===== src/rtl/bitbrick_pkg.sv =====
// Shared definitions for the bitbrick datapath and its serial MAC sequencer.
//  - brick sign-mode encodings (sel)
//  - operand precision encodings (prec)
//  - sequencer FSM state type
//  - helpers mapping prec to chunk count and operand masking
package bitbrick_pkg;

    localparam logic [1:0] BB_SEL_SIGNED   = 2'b00;  // a signed,   b signed
    localparam logic [1:0] BB_SEL_UNSIGNED = 2'b01;  // a unsigned, b unsigned
    localparam logic [1:0] BB_SEL_SU       = 2'b10;  // a signed,   b unsigned

    localparam logic [1:0] PREC_2 = 2'b00;
    localparam logic [1:0] PREC_4 = 2'b01;
    localparam logic [1:0] PREC_8 = 2'b10;

    typedef enum logic [1:0] {
        IDLE = 2'b00,
        RUN  = 2'b01,
        DONE = 2'b10
    } state_t;

    // Index of the last 2-bit chunk (N-1). Reserved prec=11 runs as 8-bit.
    function automatic logic [1:0] last_chunk(input logic [1:0] prec);
        case (prec)
            PREC_2:  return 2'd0;
            PREC_4:  return 2'd1;
            default: return 2'd3;
        endcase
    endfunction

    // Clear operand bits above the selected precision.
    function automatic logic [7:0] mask_operand(input logic [7:0] v, input logic [1:0] prec);
        case (prec)
            PREC_2:  return v & 8'h03;
            PREC_4:  return v & 8'h0F;
            default: return v;
        endcase
    endfunction

endpackage


===== src/rtl/bitbrick.sv =====
// 2x2 bitbrick: multiplies two 2-bit values under one of three sign modes.
//  a, b  in  2  operands
//  sel   in  2  BB_SEL_SIGNED / BB_SEL_UNSIGNED / BB_SEL_SU (a signed, b unsigned)
//  p     out 4  product, two's complement unless sel is unsigned
// Every product of the legal modes fits in 4 bits, so computing at 4-bit
// signed width and keeping the low nibble is exact.
module bitbrick
    import bitbrick_pkg::*;
(
    input  logic [1:0] a,
    input  logic [1:0] b,
    input  logic [1:0] sel,
    output logic [3:0] p
);

    logic a_sgn, b_sgn;
    logic signed [3:0] a_x, b_x;

    assign a_sgn = (sel == BB_SEL_SIGNED) || (sel == BB_SEL_SU);
    assign b_sgn = (sel == BB_SEL_SIGNED);

    assign a_x = {{2{a_sgn & a[1]}}, a};
    assign b_x = {{2{b_sgn & b[1]}}, b};
    assign p   = a_x * b_x;

endmodule


===== src/rtl/bitbrick_serial_mac_ctrl.sv =====
// Serial MAC sequencer: reuses one 2x2 bitbrick to compute a 2/4/8-bit
// multiply, one chunk pair per cycle (N*N cycles, N = prec/2), and
// shift-accumulates the partial products.
//  clk, rst             clock / async active-high reset
//  in_valid, in_ready   operand handshake (in_ready high only in IDLE)
//  a_in, b_in, prec     operands (LSB-aligned) and precision
//  a_signed, b_signed   operand signedness
//  out_valid, out_ready product handshake
//  p_out                product, exact in ACC_W bits
//  busy                 high while a transaction is in RUN or DONE
module bitbrick_serial_mac_ctrl
    import bitbrick_pkg::*;
#(
    parameter int MAX_BITS = 8,
    parameter int ACC_W    = 2 * MAX_BITS
) (
    input  logic                clk,
    input  logic                rst,
    input  logic                in_valid,
    output logic                in_ready,
    input  logic [MAX_BITS-1:0] a_in,
    input  logic [MAX_BITS-1:0] b_in,
    input  logic [1:0]          prec,
    input  logic                a_signed,
    input  logic                b_signed,
    output logic                out_valid,
    input  logic                out_ready,
    output logic [ACC_W-1:0]    p_out,
    output logic                busy
);

    state_t              state;
    logic [MAX_BITS-1:0] a_q, b_q;
    logic                a_sgn_q, b_sgn_q;
    logic [1:0]          last_q;
    logic [1:0]          i_q, j_q;
    logic [ACC_W-1:0]    acc;

    logic [1:0]       a_chunk, b_chunk;
    logic             sa, sb;
    logic [1:0]       sel;
    logic [1:0]       br_a, br_b;
    logic [3:0]       br_p;
    logic [ACC_W-1:0] pp_ext, pp_sh;
    logic [3:0]       shamt;

    assign a_chunk = a_q[{i_q, 1'b0} +: 2];
    assign b_chunk = b_q[{j_q, 1'b0} +: 2];

    // Only the top chunk of a signed operand carries the sign weight.
    assign sa = a_sgn_q && (i_q == last_q);
    assign sb = b_sgn_q && (j_q == last_q);

    // The brick only has a signed*unsigned mode, so the unsigned*signed
    // case swaps operands to put the signed chunk on the a port.
    always_comb begin
        sel  = BB_SEL_UNSIGNED;
        br_a = a_chunk;
        br_b = b_chunk;
        case ({sa, sb})
            2'b11: sel = BB_SEL_SIGNED;
            2'b10: sel = BB_SEL_SU;
            2'b01: begin
                sel  = BB_SEL_SU;
                br_a = b_chunk;
                br_b = a_chunk;
            end
            default: sel = BB_SEL_UNSIGNED;
        endcase
    end

    bitbrick u_brick (
        .a   (br_a),
        .b   (br_b),
        .sel (sel),
        .p   (br_p)
    );

    assign pp_ext = (sel == BB_SEL_UNSIGNED) ? {{(ACC_W-4){1'b0}}, br_p}
                                             : {{(ACC_W-4){br_p[3]}}, br_p};
    assign shamt  = {({1'b0, i_q} + {1'b0, j_q}), 1'b0};
    assign pp_sh  = pp_ext << shamt;

    always_ff @(posedge clk or posedge rst) begin
        if (rst) begin
            state     <= IDLE;
            in_ready  <= 1'b1;
            out_valid <= 1'b0;
            busy      <= 1'b0;
            p_out     <= '0;
            acc       <= '0;
            i_q       <= '0;
            j_q       <= '0;
            a_q       <= '0;
            b_q       <= '0;
            a_sgn_q   <= 1'b0;
            b_sgn_q   <= 1'b0;
            last_q    <= '0;
        end else begin
            case (state)
                IDLE: begin
                    if (in_valid) begin
                        a_q      <= mask_operand(a_in, prec);
                        b_q      <= mask_operand(b_in, prec);
                        a_sgn_q  <= a_signed;
                        b_sgn_q  <= b_signed;
                        last_q   <= last_chunk(prec);
                        acc      <= '0;
                        i_q      <= '0;
                        j_q      <= '0;
                        in_ready <= 1'b0;
                        busy     <= 1'b1;
                        state    <= RUN;
                    end
                end
                RUN: begin
                    acc <= acc + pp_sh;
                    // j is the inner loop over B chunks, i the outer over A.
                    if (j_q == last_q) begin
                        j_q <= '0;
                        if (i_q == last_q) begin
                            i_q   <= '0;
                            state <= DONE;
                        end else begin
                            i_q <= i_q + 2'd1;
                        end
                    end else begin
                        j_q <= j_q + 2'd1;
                    end
                end
                DONE: begin
                    // First DONE cycle publishes the finished accumulator;
                    // out_ready is only honoured once out_valid is up.
                    if (!out_valid) begin
                        out_valid <= 1'b1;
                        p_out     <= acc;
                    end else if (out_ready) begin
                        out_valid <= 1'b0;
                        in_ready  <= 1'b1;
                        busy      <= 1'b0;
                        state     <= IDLE;
                    end
                end
                default: begin
                    state    <= IDLE;
                    in_ready <= 1'b1;
                    busy     <= 1'b0;
                end
            endcase
        end
    end

endmodule


===== config.mk =====
export PLATFORM = sky130hd
export DESIGN_NAME = bitbrick_serial_mac_ctrl
export DESIGN_NICKNAME = d
export VERILOG_FILES = /design/src/rtl/bitbrick_pkg.sv /design/src/rtl/bitbrick.sv /design/src/rtl/bitbrick_serial_mac_ctrl.sv
export SDC_FILE = /design/constraint.sdc
export NUM_CORES = 1
export LEC_CHECK = 0
export ABC_AREA = 1
export CORE_MARGIN = 5
export CORE_UTILIZATION = 57
export CTS_CLUSTER_DIAMETER = 120
export CTS_CLUSTER_SIZE = 28
export DETAILED_ROUTE_END_ITERATION = 10
export HOLD_SLACK_MARGIN = 0.1
export PLACE_DENSITY = 0.82
export RECOVER_POWER = 100
export SYNTH_ARGS = -nofsm -noshare
export SYNTH_HDL_FRONTEND = slang
export SYNTH_SLANG_ARGS = --single-unit
export TNS_END_PERCENT = 30

===== constraint.sdc =====
create_clock -name clk -period 5.25 [get_ports clk]
set_input_delay 0.7875 -clock clk [delete_from_list [all_inputs] [get_ports clk]]
set_output_delay 0.7875 -clock clk [all_outputs]
set_load 0.01 [all_outputs]

Word-level counts from Yosys, hierarchy flattened
Index checks and enable logic that the tools add are counted.
Storage, ports and cells
  logic and storage cells: 85
  input bits: 24
  output and inout port bits: 19
  flip-flop bits (word level): 61
Operators by class
  reductions and logical operators: 14
  equality and inequality tests: 15
  shift-type cells: 3
  add/sub/neg operators: 4
  muxes and demuxes: 31
  multipliers: 1
  bitwise gates (word level): 4
Operators by type and width (count)
  two-way mux 16 bit: 2
  case mux 16 bit (2 select lines): 1
  case mux 8 bit (2 select lines): 2
  two-way mux 2 bit: 11
  adder 16 bit: 1
  case mux 2 bit (2 select lines): 4
  variable part select 8 x 4 -> 2 bit: 2
  left shift 16 x 4 -> 16 bit: 1
  != test 2 bit (second input constant): 5
  == test 2 x 1 -> 1 bit (second input constant): 4
  == test 2 bit (second input constant): 4
  two-way mux 1 bit: 8
  logical NOT 2 bit: 3
  case mux 1 bit (3 select lines): 2
  case mux 2 bit (3 select lines): 1
  AND reduction 2 bit: 3
  AND reduction 5 bit: 1
  adder 2 x 1 -> 2 bit (second input constant): 2
  == test 2 bit: 2
  multiplier 3 x 3 -> 4 bit: 1
  AND reduction 4 bit: 1
  adder 2 x 2 -> 3 bit: 1
  AND reduction 3 bit: 1
  AND 1 bit: 2
  5 further kinds: 7

Depth between registers and ports, before layout
Gate-level depths: netlist of the first run.
  depth after elaboration: 13
  gate-level depth with buffers: 35

Modules after synthesis
A second synthesis of the first run with hierarchy kept.
Second synthesis, totals
  cells, all modules: 532
  area total of the unflattened synthesis: 3881.2 um^2
Modules (own cells, without submodules)
  bitbrick_serial_mac_ctrl: times used 1, cells an instance 501, seq. area each 1527.7 um^2, area an instance 3687.3 um^2
  bitbrick: times used 1, cells an instance 31, seq. area each 0.0 um^2, area an instance 193.9 um^2

Worst setup path before layout of the first run
OpenSTA, ideal clock, no wires.
  path type: flip-flop to flip-flop
  from: reg j_q[0]
  to: reg acc[11]
  data arrival time: 4257 ps
  path buffers: 0
  cell stages (with the launch flop): 29
  library setup time: 123 ps
  setup slack: 870 ps
  cell sequence: dfrtp_1 -> xnor2_1 -> nand3_2 -> inv_2 -> nand2_2 -> o21ai_0 -> nand3_1 -> fa_1 -> fa_1 -> xor2_1 -> nand4_4 -> nand3_4 -> inv_2 -> o21ai_2 -> nand2_1 -> o21ai_1 -> nor2_1 -> ha_1 -> a21oi_1 -> nor2_1 -> nor2_1 -> o21bai_1 -> nand3_1 -> nand2_1 -> nand2_1 -> nand3_1 -> a21oi_1 -> o21ai_0 -> nand2_1
Between the ends
  word-level cells in the longest chain between the ends: 13
  elaborated cells between the ends (all ways): 22
  classes of those cells: 2 x add/sub; 1 x mul; 6 x eq/ne; 2 x shift; 5 x mux; 2 x bitwise; 4 x reduce/logical
Ends and longest elaborated chain
  start, declared: line bitbrick_serial_mac_ctrl.sv:36  | logic [1:0] i_q, j_q;
  start signal, assigned: line bitbrick_serial_mac_ctrl.sv:128  | j_q <= j_q + 2'd1;
  == test 2 bit: line bitbrick_serial_mac_ctrl.sv:52  | assign sb = b_sgn_q && (j_q == last_q);
  logical AND 1 bit: line bitbrick_serial_mac_ctrl.sv:52
  == test 2 x 1 -> 1 bit or == test 2 bit (tied branches): line bitbrick_serial_mac_ctrl.sv:60  | case ({sa, sb})
  OR reduction 2 bit (no line)
  case mux 2 bit (2 select lines): line bitbrick_serial_mac_ctrl.sv:60
  == test 2 bit or logical NOT 2 bit (tied branches): line bitbrick.sv:19, bitbrick.sv:20
  logical OR 1 bit: line bitbrick.sv:19  | assign a_sgn = (sel == BB_SEL_SIGNED) || (sel == BB_SEL_SU);
  AND 1 bit: line bitbrick.sv:22  | assign a_x = {{2{a_sgn & a[1]}}, a};
  multiplier 3 x 3 -> 4 bit: line bitbrick.sv:24  | assign p = a_x * b_x;
  two-way mux 16 bit: line bitbrick_serial_mac_ctrl.sv:79  | assign pp_ext = (sel == BB_SEL_UNSIGNED) ? {{(ACC_W-4){1'b0}}, br_p}
  left shift 16 x 4 -> 16 bit *: line bitbrick_serial_mac_ctrl.sv:82  | assign pp_sh = pp_ext << shamt;
  adder 16 bit *: line bitbrick_serial_mac_ctrl.sv:117  | acc <= acc + pp_sh;
  case mux 16 bit (2 select lines) *: line bitbrick_serial_mac_ctrl.sv:100  | case (state)
  end signal, assigned: line bitbrick_serial_mac_ctrl.sv:117
  end, declared: line bitbrick_serial_mac_ctrl.sv:37  | logic [ACC_W-1:0] acc;
Mark *: on every way between the ends. The rest lies on a longest branch, timed or not.
A chain may end at the register's enable or synchronous reset.

Final worst setup path of the first run
  from: reg i_q[0]
  to: reg acc[12]
Between the ends
  word-level cells in the longest chain between the ends: 13
  elaborated cells between the ends (all ways): 22
  classes of those cells: 2 x add/sub; 1 x mul; 6 x eq/ne; 2 x shift; 5 x mux; 2 x bitwise; 4 x reduce/logical
Ends and longest elaborated chain
  start, declared: line bitbrick_serial_mac_ctrl.sv:36
  start signal, assigned: line bitbrick_serial_mac_ctrl.sv:125  | i_q <= i_q + 2'd1;
  == test 2 bit: line bitbrick_serial_mac_ctrl.sv:51  | assign sa = a_sgn_q && (i_q == last_q);
  logical AND 1 bit: line bitbrick_serial_mac_ctrl.sv:51
  == test 2 x 1 -> 1 bit or == test 2 bit (tied branches): line bitbrick_serial_mac_ctrl.sv:60
  OR reduction 2 bit (no line)
  case mux 2 bit (2 select lines): line bitbrick_serial_mac_ctrl.sv:60
  == test 2 bit or logical NOT 2 bit (tied branches): line bitbrick.sv:19, bitbrick.sv:20
  logical OR 1 bit: line bitbrick.sv:19
  AND 1 bit: line bitbrick.sv:22
  multiplier 3 x 3 -> 4 bit: line bitbrick.sv:24
  two-way mux 16 bit: line bitbrick_serial_mac_ctrl.sv:79
  left shift 16 x 4 -> 16 bit *: line bitbrick_serial_mac_ctrl.sv:82
  adder 16 bit *: line bitbrick_serial_mac_ctrl.sv:117
  case mux 16 bit (2 select lines) *: line bitbrick_serial_mac_ctrl.sv:100
Marked as above.

==> impl_metrics.py, run 1 <==
metrics = {
    "run_status": {
        "status": "complete, but fails checks",
        "violations": "capacitance limit, slew limit",
    },
    "setup_path": {
        "setup.worst_path.start": "i_q[0]$_DFFE_PP0P_",
        "critical_path_class": "register to register",
        "required_ns": 5.47,
        "cp_max_fo": 8,
        "rrSetupSlack_ns": 0.36,
        "cp-start-kind": "register",
        "rr_worst_depth": 27,
        "timing.rr.start": "i_q[0]$_DFFE_PP0P_",
        "slowest_stage": "fa_1",
        "cp_common_cell": "nand2_1",
        "endpoint": "acc[12]$_DFFE_PP0P_",
        "crit_arrival_ns": 5.11,
        "end_kind": "register",
        "cpPeakStageDelay_ns": 0.51,
        "r2r-end": "acc[12]$_DFFE_PP0P_",
    },
    "synthesis": {
        "synth_area_leaders": "dfrtp_1 39%, nand2_1 16%, ha_1 5.9%, o21ai_0 5.8%, inv_1 4.8%",
        "synth_fp_nets": 540,
        "ys.flop_type": "dfrtp_1",
        "synthCells": 494,
        "synth_area_per_cell_um2": 7.71,
        "synth_edf_count": 0,
        "ys_ff_latch": 61,
        "yosys.cell_types.count": 46,
        "synth.largest_area_cell": "dfrtp_1",
        "yosysTopAreaCellShare_pct": 39.4,
        "async_flop_share_pct": 100,
        "seq_area_frac_synth_pct": 40.1,
        "yosys_warnings": 0,
        "netlist_area_mm2": 0.00381,
    },
    "placement": {
        "hpwlAfterDp_um": 6280,
        "io_buffers": 42,
        "dp_cells": 604,
        "gp_congestion": 0.920,
    },
    "power_and_ir_drop": {
        "internal_power_mw": 1.69,
        "powerDensity_mw_per_mm2": 732,
        "ir_worst_vdd_mv": 0.304,
        "pwr-share-comb_pct": 60.4,
        "power.total_mw": 3.29,
        "p_seq_share_pct": 26.0,
        "switchingPower_mw": 1.60,
        "switching_share_pct": 48.6,
        "leakage_nw": 2.26,
        "p_clk_share_pct": 13.5,
    },
    "timing": {
        "period_share_pct": 93.1,
        "setup_viol": 0,
        "slew_headroom_pct": -112,
        "fin_crit_ns": 4.89,
        "slew_viol_final": 62,
        "tightest_slew_ns": 3.18,
        "fin_hold_ws_ns": 0.475,
        "rsz0062_at_grt": "true",
        "skew_ns": 0.0106,
        "hold_viol_final": 0,
        "fmax_ghz": 0.205,
    },
    "global_routing": {
        "grt_pass1_vias": 3292,
        "grt.overflow.total": 0,
        "grt_use_total_pct": 21.1,
        "grt_max_degree": 62,
        "antenna_found_initial": 0,
        "grt_pass1_wl_um": 14500,
    },
    "floorplan": {
        "dieArea_mm2": 0.00842,
        "start_util_pct": 59.3,
        "io_pins": 43,
        "die_h_um": 91.8,
        "fp-row-count": 29,
        "core-area_mm2": 0.00642,
        "die_w_um": 91.8,
    },
    "cells_and_area": {
        "area_delta_synth_final_pct": 17.9,
        "layout_common_cells": "158 x nand2_1, 59 x dfrtp_1, 48 x inv_1, 42 x o21ai_0, 32 x nor2_1",
        "stdcell_count": 620,
        "nNetsFinal": 584,
        "final_common_cell": "nand2_1",
        "diodes": 0,
        "drive_gt1_share_pct": 10.3,
    },
    "cts": {
        "numCtsBuffers": 9,
        "clock_latency_ns": 0.35,
        "cts_tree": "done",
        "clk_pin_slew_ns": 0.07,
        "cts_setup_buffers": 0,
        "cts-root-buf": "clkbuf_8",
        "hold_buffers": 0,
        "cts_sinks": 61,
        "clockBufferDepth": 2,
        "htreeDepth": 3,
    },
    "drt": {
        "drtAntennaViolNets": 0,
        "routed_wl_um": 8310,
        "vias": 3395,
        "drtPass1Iterations": 4,
        "wl_per_cell_um": 13.4,
        "via_per_inst": 5.48,
        "drc": 0,
        "first_iter_violations": 165,
    },
    "min_path": {
        "hp-class": "register to register",
    },
    "run": {
        "maxCapViolations": 1,
    },
}
[worst max-delay path, delay by kind of cell (launching register included)]
family	cells	cell delay, ns
AO/OA/AOI/OAI	5	0.62
XOR/XNOR	2	0.46
adder cells (fa/ha/maj)	3	1.29
buffers and inverters	1	0.05
flip-flops	1	0.50
AND/OR/NAND/NOR	16	1.83
[cell usage after synthesis, types with 2 or more instances]
cell       number
a211oi_1        2
a21oi_1        14
a31oi_1         3
buf_6           2
clkbuf_1        8
clkinv_1        2
dfrtp_1        60
fa_1            4
ha_1           18
inv_1          49
inv_2           9
nand2_1       158
nand2_2         8
nand2_4         3
nand3_1        21
nand3_2         4
nand3_4         2
nand4_1         2
nor2_1         32
nor3_1          2
o2111ai_1       2
o21ai_0        44
o21ai_1         9
o22ai_1        10
o32ai_1         2
xnor2_1         4
[metrics by stage]
stage | setup TNS (ns) | cell area, um^2 | setup WS (ns) | utilization [%]
floorplan | 0 | 3810 | 0.870 | -
global placement | 0 | 4280 | 0.366 | 66.6
detailed placement | 0 | 4280 | 0.213 | 66.6
CTS | 0 | 4490 | 0.188 | 69.9
global route | -0.0911 | 4490 | -0.0402 | 69.9
finish | 0 | 4490 | 0.362 | 69.9
[sequential cells by signal, indices dropped and copies added (netlist names), 2 cells and up]
signal	flops
p_out	16
i_q	2
state	2
acc	16
last_q	2
a_q	8
j_q	2
b_q	8
[how the worst min path moves through the flow]
stage / slack, ns / to / cells after the start / startpoint
2_1_floorplan: 0.45 / a_q[0]$_DFFE_PP0P_ / 2 / a_q[0]$_DFFE_PP0P_
3_3_place_gp: 0.46 / p_out[8]$_DFFE_PP0P_ / 2 / p_out[8]$_DFFE_PP0P_
3_5_place_dp: 0.47 / in_ready$_DFFE_PP1P_ / 2 / in_ready$_DFFE_PP1P_
4_1_cts: 0.48 / in_ready$_DFFE_PP1P_ / 2 / in_ready$_DFFE_PP1P_
5_1_grt: 0.50 / p_out[3]$_DFFE_PP0P_ / 2 / p_out[3]$_DFFE_PP0P_
6_report: 0.48 / in_ready$_DFFE_PP1P_ / 2 / in_ready$_DFFE_PP1P_
[routing by layer]
layer	wire length (um)	share of wire [%]	track usage, %	vias to the layer above
met5	0	0	0	-
met4	185	2.2	9.41	0
met3	524	6.3	4.26	19
met2	4280	52	37.7	113
met1	3320	40	24.4	1561
li1	-	-	-	1702
[cells by family after synthesis]
kind of cell / share of synthesized area [%]
AO/OA/AOI/OAI: 14.1
multiplexers: 0.296
flip-flops: 40.1
adder cells (fa/ha/maj): 8.01
XOR/XNOR: 1.58
buffers and inverters: 8.01
AND/OR/NAND/NOR: 27.9
[power groups by stage]
stage                     combinational, mW  sequential, mW  clock, mW
after floorplan                        1.50           0.849          0
after global placement                 1.93           0.860          0
after detailed placement               1.99           0.867          0
after CTS                              2.00           0.859      0.452
after global routing                   2.26           0.885      0.477
final                                  1.99           0.857      0.445
[final cells by class]
type,instances,area [um^2]
Clock inverter,3,42.5
Fill cell,544,1930
Multi-Input combinational cell,360,1990
Inverter,61,231
Timing Repair Buffer,45,435
Tap cell,77,96.3
Clock buffer,13,169
Sequential cell,61,1530
[timing repair]
action / 4_1_cts / 5_1_grt
endpoints found under the setup margin: 0 / 6
resized for setup: 0 / 5
endpoints found under the hold margin: 0 / 0
Note: power is estimated with default switching activity, not from simulation.
==> inputs of run 2 (changes only) <==
- CORE_MARGIN: 5 -> not set
==> run 2 against run 1 <==
  * The flow still finishes with violations (capacitance limit, slew limit)
  * Core utilization is 0.10 points higher
  * Clock power fell by 15%
  * First-iteration DRC count decreased by 4.8%
  * Worst hold slack better by 0.0029 ns
  * Setup slack gained 0.016 ns
  * Critical endpoint unchanged
  * Largest cell class unchanged
==> impl_metrics.py, run 2 (synthesis gave the netlist of run 1 again) <==
metrics = {
    "global_routing": {
        "grt_pass1_wl_um": 14600,
        "grt.overflow.total": 0,
        "grt_use_total_pct": 26.4,
        "antenna_found_initial": 0,
        "grt_max_degree": 62,
        "grt_pass1_vias": 3187,
    },
    "setup_path": {
        "timing.rr.start": "j_q[0]$_DFFE_PP0P_",
        "cpPeakStageDelay_ns": 0.51,
        "critical_path_class": "register to register",
        "crit_arrival_ns": 5.09,
        "end_kind": "register",
        "rr_worst_depth": 31,
        "cp-start-kind": "register",
        "cp_max_fo": 7,
        "setup.worst_path.start": "j_q[0]$_DFFE_PP0P_",
        "r2r-end": "acc[12]$_DFFE_PP0P_",
        "rrSetupSlack_ns": 0.38,
        "slowest_stage": "fa_1",
        "required_ns": 5.46,
        "cp_common_cell": "nand2_1",
        "endpoint": "acc[12]$_DFFE_PP0P_",
    },
    "timing": {
        "slew_viol_final": 62,
        "period_share_pct": 92.8,
        "fmax_ghz": 0.205,
        "tightest_slew_ns": 3.29,
        "fin_crit_ns": 4.87,
        "skew_ns": 0.00955,
        "slew_headroom_pct": -119,
        "hold_viol_final": 0,
        "setup_viol": 0,
    },
    "drt": {
        "via_per_inst": 5.44,
        "drtPass1Iterations": 4,
        "first_iter_violations": 157,
        "drtAntennaViolNets": 0,
        "vias": 3371,
        "wl_per_cell_um": 13.9,
        "routed_wl_um": 8640,
        "drc": 0,
    },
    "floorplan": {
        "io_pins": 43,
        "core-area_mm2": 0.00639,
        "dieArea_mm2": 0.00701,
        "die_h_um": 83.8,
        "start_util_pct": 59.7,
        "die_w_um": 83.8,
        "fp-row-count": 29,
    },
    "placement": {
        "io_buffers": 42,
        "gp_congestion": 0.935,
        "hpwlAfterDp_um": 6550,
        "dp_cells": 604,
    },
    "cells_and_area": {
        "largestRegisters": "acc: 16 flops, p_out: 16 flops",
        "final_common_cell": "nand2_1",
        "area_delta_synth_final_pct": 17.4,
        "nFillCells": 517,
        "diodes": 0,
        "utilization_pct": 70.0,
        "nNetsFinal": 584,
        "stdcell_count": 620,
        "drive_gt1_share_pct": 11.2,
        "layout_common_cells": "157 x nand2_1, 59 x dfrtp_1, 48 x inv_1, 43 x o21ai_0, 32 x nor2_1",
    },
    "power_and_ir_drop": {
        "ir_worst_vdd_mv": 0.411,
        "leakage_nw": 2.25,
        "power.total_mw": 3.26,
        "powerDensity_mw_per_mm2": 729,
    },
    "cts": {
        "numCtsBuffers": 9,
        "clockBufferDepth": 2,
        "cts-root-buf": "clkbuf_8",
        "cts_setup_buffers": 0,
        "clock_latency_ns": 0.36,
        "hold_buffers": 0,
        "cts_sinks": 61,
        "htreeDepth": 3,
        "clk_pin_slew_ns": 0.07,
        "cts_tree": "done",
        "post_cts_resized": 0,
    },
    "run": {
        "maxCapViolations": 1,
    },
    "run_status": {
        "violations": "capacitance limit, slew limit",
        "status": "complete, but fails checks",
    },
    "min_path": {
        "hp-class": "register to register",
    },
}
run 2: through the flow:
stage	hold WS (ns)	setup TNS, ns	cell area (um^2)	worst slack (ns)
finish	0.478	0	4470	0.378
global route	0.494	-0.0353	4470	-0.0353
CTS	0.488	0	4450	0.183
detailed placement	0.472	0	4280	0.164
global placement	0.465	0	4280	0.315
floorplan	0.449	0	3810	0.870
run 2: critical path, delay by kind of cell, from the launching register on:
kind / cells / cell delay (ns)
simple gates: 20 / 1.92
xor+xnor: 1 / 0.23
flops: 1 / 0.48
fa+ha+maj: 3 / 1.31
buf+inv: 2 / 0.20
compound gates: 5 / 0.60
run 2: power by group:
| group | internal (mW) | switching [mW] | leakage (nW) | total, mW |
|---|---|---|---|---|
| Sequential | 0.697 | 0.169 | 0.772 | 0.866 |
| Clock | 0.172 | 0.206 | 0.0856 | 0.378 |
| Combinational | 0.743 | 1.27 | 1.39 | 2.02 |
run 2: metal layers:
layer  vias to the layer above  GRT usage [%]  share of wire, %
met1                      1566           32.0                42
met5                         -              0                 0
met3                        22           5.24               3.3
met2                        86           45.2                52
li1                       1697              -                 -
met4                         0           12.6               2.6
run 2: worst min path at each step:
stage | start | end | slack [ns] | cells past startpoint
2_1_floorplan | a_q[0]$_DFFE_PP0P_ | a_q[0]$_DFFE_PP0P_ | 0.45 | 2
3_3_place_gp | in_ready$_DFFE_PP1P_ | in_ready$_DFFE_PP1P_ | 0.47 | 2
3_5_place_dp | p_out[12]$_DFFE_PP0P_ | p_out[12]$_DFFE_PP0P_ | 0.47 | 2
4_1_cts | b_q[0]$_DFFE_PP0P_ | b_q[0]$_DFFE_PP0P_ | 0.49 | 2
5_1_grt | p_out[9]$_DFFE_PP0P_ | p_out[9]$_DFFE_PP0P_ | 0.49 | 2
6_report | p_out[5]$_DFFE_PP0P_ | p_out[5]$_DFFE_PP0P_ | 0.48 | 2
run 2: final cells by class:
| type | count | area, um^2 | share of cell area, % |
|---|---|---|---|
| inverters | 61 | 231 | 5.17 |
| flip-flops and latches | 61 | 1530 | 34.2 |
| clock inverters | 7 | 51.3 | 1.15 |
| multi-input cells | 360 | 2000 | 44.8 |
| clock buffers | 9 | 124 | 2.77 |
| repair buffers | 45 | 439 | 9.82 |
| well taps | 77 | 96.3 | 2.15 |
==> inputs of run 3 (changes only) <==
- CELL_PAD_IN_SITES_DETAIL_PLACEMENT: not set -> 1
- CELL_PAD_IN_SITES_GLOBAL_PLACEMENT: not set -> 2
- CORE_UTILIZATION: 57 -> 33
- PLACE_DENSITY: 0.82 -> 0.81
==> run 3 against run 2 <==
  * The run still ends with capacitance limit, slew limit left
  * Combinational power is 6% higher
  * Via count up 2.2%
  * Power is 12% higher
  * Global-route usage fell by 7.0 points
  * First-iteration DRC count down 52%
  * Critical endpoint is now acc[11]$_DFFE_PP0P_
  * Setup slack better by 0.058 ns
==> impl_metrics.py, run 3 (synthesis gave the netlist of run 1 again) <==
metrics = {
    "setup_path": {
        "rrSetupSlack_ns": 0.44,
        "slowest_stage": "fa_1",
        "cpPeakStageDelay_ns": 0.48,
        "critical_path_class": "register to register",
        "required_ns": 5.47,
        "cp_max_fo": 6,
        "cp-start-kind": "register",
        "cp_common_cell": "nand2_1",
        "end_kind": "register",
        "crit_arrival_ns": 5.04,
    },
    "global_routing": {
        "grt_pass1_wl_um": 17700,
        "grt.overflow.total": 0,
        "grt_use_total_pct": 19.5,
        "grt_max_degree": 62,
        "grt_pass1_vias": 3662,
        "antenna_found_initial": 0,
    },
    "timing": {
        "period_share_pct": 91.7,
        "setup-tns-final_ns": 0,
        "hold_viol_final": 0,
        "fmax_ghz": 0.208,
        "fin_hold_ws_ns": 0.478,
        "setup_ws_ns": 0.436,
        "slew_viol_final": 62,
        "tightest_slew_ns": 3.41,
        "rsz0062_at_grt": "false",
        "fin_crit_ns": 4.81,
        "setup_viol": 0,
        "skew_ns": 0.00852,
        "slew_headroom_pct": -127,
    },
    "power_and_ir_drop": {
        "p_seq_share_pct": 23.7,
        "powerDensity_mw_per_mm2": 765,
        "switching_share_pct": 47.5,
        "ir_worst_vdd_mv": 0.236,
        "leakage_nw": 2.35,
        "p_clk_share_pct": 17.7,
        "pwr-share-comb_pct": 58.6,
        "internal_power_mw": 1.92,
        "power.total_mw": 3.66,
        "switchingPower_mw": 1.74,
    },
    "placement": {
        "pre_cts_slack_ns": 0.0934,
        "io_buffers": 42,
        "hpwlAfterDp_um": 7690,
        "gp_congestion": 0.822,
    },
    "floorplan": {
        "die_w_um": 109,
        "dieArea_mm2": 0.0120,
        "io_pins": 43,
        "die_h_um": 109,
        "start_util_pct": 34.5,
        "core-area_mm2": 0.0110,
        "fp-row-count": 38,
    },
    "cts": {
        "cts_sinks": 61,
        "clockBufferDepth": 2,
        "cts-root-buf": "clkbuf_16",
        "numCtsBuffers": 9,
        "htreeDepth": 3,
        "clock_latency_ns": 0.34,
        "cts_tree": "done",
        "clk_pin_slew_ns": 0.06,
    },
    "drt": {
        "via_per_inst": 5.00,
        "routed_wl_um": 10400,
        "drtAntennaViolNets": 0,
        "vias": 3446,
        "drc": 0,
        "drtPass1Iterations": 4,
        "wl_per_cell_um": 15.1,
        "first_iter_violations": 75,
    },
    "run": {
        "maxCapViolations": 1,
    },
    "cells_and_area": {
        "diodes": 0,
        "nNetsFinal": 590,
        "nFillCells": 1371,
        "largestRegisters": "acc: 16 flops, p_out: 16 flops",
        "layout_common_cells": "155 x nand2_1, 56 x dfrtp_1, 47 x inv_1, 43 x o21ai_0, 31 x nor2_1",
        "drive_gt1_share_pct": 13.7,
        "area_delta_synth_final_pct": 25.5,
        "final_common_cell": "nand2_1",
    },
    "run_status": {
        "violations": "capacitance limit, slew limit",
        "status": "complete, but fails checks",
    },
    "min_path": {
        "hp-class": "register to register",
    },
}
## run 3: changes by cell type in the layout (fill, tap and decap cells not counted), sizes merged
cell | previous run | this run
clkinv | 7 | 4
buf | 2 | 8
clkbuf | 10 | 13
inv | 59 | 58
clkinvlp | 2 | 1
bufinv | 0 | 2
## run 3: final cells by class
type	instances	area [um^2]	share of cell area, %
multi-input combinational	360	2040	42.6
clock inverter	4	72.6	1.52
clock buffer	12	246	5.15
inverter	61	234	4.89
tap	140	175	3.66
timing repair buffer	51	484	10.1
sequential	61	1530	32.1
## run 3: path summary, 6_finish.rpt
kind | from | cells after the start | endpoint
max | i_q[0]$_DFFE_PP0P_ | 28 | acc[11]$_DFFE_PP0P_
min | p_out[5]$_DFFE_PP0P_ | 2 | p_out[5]$_DFFE_PP0P_
max reg2reg | i_q[0]$_DFFE_PP0P_ | 28 | acc[11]$_DFFE_PP0P_
min reg2reg | p_out[5]$_DFFE_PP0P_ | 2 | p_out[5]$_DFFE_PP0P_
max in group asynchronous | rst | 3 | i_q[0]$_DFFE_PP0P_
min in group asynchronous | rst | 3 | busy$_DFFE_PP0P_
## run 3: through the flow
stage	instances	cell area (um^2)	util (%)
after floorplan	494	3810	-
final	689	4780	43.4
after detailed placement	666	4350	39.4
after global routing	689	4780	43.4
after global placement	666	4350	39.4
after CTS	682	4670	42.3
## run 3: critical path, delay by kind of cell (launching register included)
kind	cells	cell delay, ns
xor gates and xnor gates	2	0.44
and+or+nand+nor	15	1.62
buffers and inverters	1	0.05
adders and majority gates	3	1.20
AOI/OAI and AO/OA	7	0.91
DFF	1	0.47
## run 3: layer usage
layer  vias to the layer above  part of all wire [%]  track usage [%]
met5                         -                     0                0
met4                         0                   3.2             11.0
met1                      1651                    44             22.6
met3                        24                   2.8             2.79
met2                        59                    50             34.2
li1                       1712                     -                -
## run 3: timing repair
item	4_1_cts	5_1_grt
buffers inserted	0	7
hold endpoints to repair	0	0
setup endpoints to repair	0	9
hold buffers	0	0
resized for setup	0	20
## run 3: power groups by stage
stage / registers (mW) / clock network (mW) / logic (mW)
6_report: 0.868 / 0.647 / 2.15
5_1_grt: 0.900 / 0.689 / 2.45
4_1_cts: 0.869 / 0.666 / 2.09
3_5_place_dp: 0.876 / 0 / 2.08
3_3_place_gp: 0.871 / 0 / 2.02
2_1_floorplan: 0.849 / 0 / 1.50
